## src/rtl/axi_simple_master.sv

```systemverilog
// Single-outstanding AXI4 initiator: maps a valid/ready word-access port onto
// single-beat AXI reads/writes and returns exactly one response per request.
package utils_pkg;
  typedef logic [3:0] axi_tid_t;

  localparam logic [1:0] AXI_RESP_OKAY   = 2'b00;
  localparam logic [1:0] AXI_RESP_SLVERR = 2'b10;
  localparam logic [1:0] AXI_BURST_INCR  = 2'b01;

  typedef struct packed {
    axi_tid_t    awid;
    logic [31:0] awaddr;
    logic [7:0]  awlen;
    logic [2:0]  awsize;
    logic [1:0]  awburst;
    logic        awlock;
    logic [3:0]  awcache;
    logic [2:0]  awprot;
    logic [3:0]  awqos;
    logic [3:0]  awregion;
    logic        awuser;
    logic        awvalid;
    logic [31:0] wdata;
    logic [3:0]  wstrb;
    logic        wlast;
    logic        wuser;
    logic        wvalid;
    logic        bready;
    axi_tid_t    arid;
    logic [31:0] araddr;
    logic [7:0]  arlen;
    logic [2:0]  arsize;
    logic [1:0]  arburst;
    logic        arlock;
    logic [3:0]  arcache;
    logic [2:0]  arprot;
    logic [3:0]  arqos;
    logic [3:0]  arregion;
    logic        aruser;
    logic        arvalid;
    logic        rready;
  } s_axi_mosi_t;

  typedef struct packed {
    logic        awready;
    logic        wready;
    axi_tid_t    bid;
    logic [1:0]  bresp;
    logic        bvalid;
    logic        arready;
    axi_tid_t    rid;
    logic [31:0] rdata;
    logic [1:0]  rresp;
    logic        rlast;
    logic        rvalid;
  } s_axi_miso_t;
endpackage

module axi_simple_master #(
  parameter utils_pkg::axi_tid_t AXI_ID = '0
) (
  input  logic                   clk,
  input  logic                   rst,
  input  logic                   req_valid_i,
  output logic                   req_ready_o,
  input  logic                   req_we_i,
  input  logic [31:0]            req_addr_i,
  input  logic [31:0]            req_wdata_i,
  input  logic [3:0]             req_wstrb_i,
  output logic                   rsp_valid_o,
  input  logic                   rsp_ready_i,
  output logic [31:0]            rsp_rdata_o,
  output logic                   rsp_err_o,
  output utils_pkg::s_axi_mosi_t axi_mosi,
  input  utils_pkg::s_axi_miso_t axi_miso
);
  import utils_pkg::*;

  // state   | meaning
  // IDLE    | ready for a request
  // WR      | AW and W outstanding, each retires on its own handshake
  // WR_RESP | waiting for B
  // RD_ADDR | AR outstanding
  // RD_DATA | waiting for R
  // RSP     | response held until consumed
  typedef enum logic [2:0] {IDLE, WR, WR_RESP, RD_ADDR, RD_DATA, RSP} state_t;

  state_t      state_q, state_d;
  logic [31:0] addr_q, addr_d;
  logic [31:0] wdata_q, wdata_d;
  logic [3:0]  wstrb_q, wstrb_d;
  logic        aw_done_q, aw_done_d;
  logic        w_done_q, w_done_d;
  logic [31:0] rdata_q, rdata_d;
  logic        err_q, err_d;
  logic        aw_fin, w_fin;

  always_ff @(posedge clk or negedge rst) begin
    if (!rst) begin
      state_q   <= IDLE;
      addr_q    <= '0;
      wdata_q   <= '0;
      wstrb_q   <= '0;
      aw_done_q <= 1'b0;
      w_done_q  <= 1'b0;
      rdata_q   <= '0;
      err_q     <= 1'b0;
    end else begin
      state_q   <= state_d;
      addr_q    <= addr_d;
      wdata_q   <= wdata_d;
      wstrb_q   <= wstrb_d;
      aw_done_q <= aw_done_d;
      w_done_q  <= w_done_d;
      rdata_q   <= rdata_d;
      err_q     <= err_d;
    end
  end

  // Each write channel is finished once its handshake has happened, now or earlier.
  assign aw_fin = aw_done_q || axi_miso.awready;
  assign w_fin  = w_done_q || axi_miso.wready;

  always_comb begin
    state_d   = state_q;
    addr_d    = addr_q;
    wdata_d   = wdata_q;
    wstrb_d   = wstrb_q;
    aw_done_d = aw_done_q;
    w_done_d  = w_done_q;
    rdata_d   = rdata_q;
    err_d     = err_q;
    case (state_q)
      IDLE: begin
        if (req_valid_i) begin
          addr_d    = req_addr_i;
          wdata_d   = req_wdata_i;
          wstrb_d   = req_wstrb_i;
          aw_done_d = 1'b0;
          w_done_d  = 1'b0;
          state_d   = req_we_i ? WR : RD_ADDR;
        end
      end
      WR: begin
        aw_done_d = aw_fin;
        w_done_d  = w_fin;
        if (aw_fin && w_fin) state_d = WR_RESP;
      end
      WR_RESP: begin
        if (axi_miso.bvalid) begin
          rdata_d = '0;
          err_d   = (axi_miso.bresp != AXI_RESP_OKAY) || (axi_miso.bid != AXI_ID);
          state_d = RSP;
        end
      end
      RD_ADDR: begin
        if (axi_miso.arready) state_d = RD_DATA;
      end
      RD_DATA: begin
        if (axi_miso.rvalid) begin
          rdata_d = axi_miso.rdata;
          err_d   = (axi_miso.rresp != AXI_RESP_OKAY) || !axi_miso.rlast ||
                    (axi_miso.rid != AXI_ID);
          state_d = RSP;
        end
      end
      RSP: begin
        if (rsp_ready_i) state_d = IDLE;
      end
      default: state_d = IDLE;
    endcase
  end

  always_comb begin
    axi_mosi         = '0;
    axi_mosi.awid    = AXI_ID;
    axi_mosi.awaddr  = addr_q;
    axi_mosi.awsize  = 3'b010;
    axi_mosi.awburst = AXI_BURST_INCR;
    axi_mosi.awvalid = (state_q == WR) && !aw_done_q;
    axi_mosi.wdata   = wdata_q;
    axi_mosi.wstrb   = wstrb_q;
    axi_mosi.wlast   = 1'b1;
    axi_mosi.wvalid  = (state_q == WR) && !w_done_q;
    axi_mosi.bready  = (state_q == WR_RESP);
    axi_mosi.arid    = AXI_ID;
    axi_mosi.araddr  = addr_q;
    axi_mosi.arsize  = 3'b010;
    axi_mosi.arburst = AXI_BURST_INCR;
    axi_mosi.arvalid = (state_q == RD_ADDR);
    axi_mosi.rready  = (state_q == RD_DATA);
  end

  assign req_ready_o = (state_q == IDLE);
  assign rsp_valid_o = (state_q == RSP);
  assign rsp_rdata_o = rdata_q;
  assign rsp_err_o   = err_q;
endmodule

```

## config.mk

```make
export PLATFORM = sky130hd
export DESIGN_NAME = axi_simple_master
export DESIGN_NICKNAME = d
export VERILOG_FILES = /design/src/rtl/axi_simple_master.sv
export SDC_FILE = /design/constraint.sdc
export NUM_CORES = 1
export LEC_CHECK = 0
export CAP_MARGIN = 10
export CORE_AREA = 2 2 129 131
export CTS_CLUSTER_DIAMETER = 100
export DETAILED_ROUTE_END_ITERATION = 10
export DIE_AREA = 0 0 131 133
export DONT_BUFFER_PORTS = 1
export SLEW_MARGIN = 30
export SYNTH_ARGS = -nofsm -noshare
export SYNTH_HDL_FRONTEND = slang
export SYNTH_SLANG_ARGS = --single-unit
```

## constraint.sdc

```tcl
create_clock -name clk -period 2.35 [get_ports clk]
set_input_delay 0.235 -clock clk [delete_from_list [all_inputs] [get_ports clk]]
set_output_delay 0.235 -clock clk [all_outputs]
set_load 0.02 [all_outputs]
```

==> flow_summary.yaml <==
outcome:
  outcome: "complete, but fails checks"
  failed_checks: "negative hold slack"
synthesis:
  yosys-top-cells-count: "buf_4, dfrtp_1, mux2_2, nand2_1, o21ai_0"
  synth_top_area_share_pct: 53.0
  synthFlopType: "dfrtp_1"
  yosysMostFrequentCell: "buf_4"
  async_reset_ff_share_pct: 100
  synth_cells: 436
  yosys-top-cells-area: "dfrtp_1, buf_4, mux2_2"
  synth_seq_cells: 106
  synth-edff-count: 0
  yosys_warnings: 0
  seq_area_frac_synth_pct: 53.0
  avgSynthCellArea_um2: 11.5
  synth.distinct_cells: 30
  synth_largest_area_cell: "dfrtp_1"
  syn_area_mm2: 0.00500
global_route:
  grt_max_degree: 107
  grt_pass1_vias: 2714
  grt_first_pass_wirelength_um: 14000
  antenna_found_initial: 0
  grt_usage_pct: 10.5
  grt_overflow: 0
routing:
  first_pass_iters: 4
  postRouteAntennaNets: 0
  drcViolationCount: 0
  wl_um: 9830
  viasPerCell: 4.32
  wl_per_cell_um: 15.6
  dr_total_vias: 2723
  drt_iter0_markers: 85
place:
  dp_slack_ns: 0.423
  io_buffer_count: 0
  dpl.cell_count: 606
  gp_congestion: 0.756
  dp_hpwl_um: 7300
finish:
  fill_cells: 1664
  syn2layout_area_growth_pct: 1.07
  seq_area_mm2: 0.00265
  diodes: 0
  final_nets: 528
  drive_above_1_share_pct: 22.2
  final_core_util_pct: 31.3
  multiInputGateArea_mm2: 0.00171
  fin_cells: 630
critical_path:
  cp_max_fo: 15
  startpoint_type: "flip-flop"
  worst-endpoint-required_ns: 2.12
  cp-end-kind: "output pin"
  crit_arrival_ns: 1.76
  crit_type: "flip-flop to output pin"
clocking:
  clk_pin_slew_ns: 0.07
  clock_sinks: 106
  clock_path_buffers: 2
  root_buffer: "clkbuf_16"
  cts_setup_buffers: 0
  clkLatencyLatePin_ns: 0.34
  htree_num_levels: 3
  post_cts_resized: 0
  cts_tree: "done"
  cts_made_buffers: 9
  hold_buffers: 8
pwr:
  power.total_mw: 8.11
  power.leakage_nw: 2.20
  powerDensity_mw_per_mm2: 1600
  vdd_drop_max_mv: 0.515
floorplanning:
  io_pins: 333
  die_h_um: 133
  start_util_pct: 30.9
  die_area_mm2: 0.0174
  coreArea_mm2: 0.0162
  rows: 47
  die_x_um: 131
timing:
  fmax_ghz: 0.500
  slew_viol_final: 0
  fin_ws_ns: 0.351
  rsz0062_at_grt: "no"
  finalHoldViolCount: 106
  timing.setup.tns_ns: 0
  min_period_ns: 2.00
  skew_ns: 0.00981
  finalCritPeriodShare_pct: 85.1
  hold_slack_ns: -0.416
  finalSetupViolations: 0
worst_hold_path:
  hold_class: "input port to async pin"
flow_run:
  max_cap_viol_count: 0
placed cells by master (no fill, tap or decap), drive strengths merged, types with 2 or more instances in the layout:
| cell | instances |
|---|---|
| o21ai | 34 |
| dfrtp | 106 |
| conb | 70 |
| dlygate4sd3 | 8 |
| nor3b | 3 |
| mux2 | 70 |
| a21oi | 4 |
| and2 | 2 |
| nand2 | 67 |
| nor2 | 5 |
| nor4 | 2 |
| nor2b | 2 |
| inv | 3 |
| nor3 | 2 |
| buf | 5 |
| or4b | 2 |
| clkbuf | 11 |
| a211o | 2 |
| clkinv | 3 |
cell type report:
class	instances	area share [%]
inverter	2	0.148
tap	220	5.44
clock buffer	11	4.60
timing repair buffer	13	2.82
clock inverter	5	0.767
multi-input combinational	273	33.8
sequential	106	52.4
final timing paths:
path	start	endpoint	slack, ns	cells past startpoint
hold / removal	rst	addr_q[9]	-0.42	0
setup reg to reg	state_q[1]	addr_q[27]	0.38	4
hold reg to reg	aw_done_q	aw_done_q	0.55	2
min in group clk	axi_miso[35]	rsp_rdata_o[31]	0.02	2
setup / recovery	state_q[0]	axi_mosi[69]	0.35	2
max in group asynchronous	rst	rsp_rdata_o[3]	2.65	0
kinds of logic (layout without fill, tap and decap cells):
kind of cell	after synthesis	after routing	share of synthesized area, %
compound gates	43	43	4.70
buf+inv	125	31	18.3
flops	106	106	53.0
mux	70	70	15.7
other cells	2	70	0.150
simple gates	90	90	8.12
layer usage:
layer | share of wire (%) | track usage (%) | wire, um | vias up
met4 | 1.9 | 4.49 | 191 | 0
li1 | - | - | - | 1210
met1 | 34 | 10.0 | 3300 | 1329
met2 | 55 | 19.3 | 5430 | 169
met5 | 0 | 0 | 0 | -
met3 | 9.2 | 4.37 | 904 | 15
where the power goes:
part / internal (mW) / switching (mW)
Sequential: 2.68 / 2.21
Combinational: 0.929 / 0.907
Clock: 0.725 / 0.653
state kept, by name (all words and copies together) (netlist names):
signal,cells
addr_q,32
aw_done_q,1
rsp_err_o,1
rsp_rdata_o,32
state_q,3
w_done_q,1
wdata_q,32
wstrb_q,4
through the flow:
step,area (um^2),hold slack [ns]
finish,5060,-0.416
detailed placement,4710,-0.0581
CTS,5060,-0.440
floorplan,5260,-0.0606
global placement,4710,-0.0582
global route,5060,-0.446
critical path: stages (launching register included):
cell     delay, ns
dfrtp_1       0.61
or3b_2        0.50
nor2_1        0.32
Note: power is estimated with default switching activity, not from simulation.
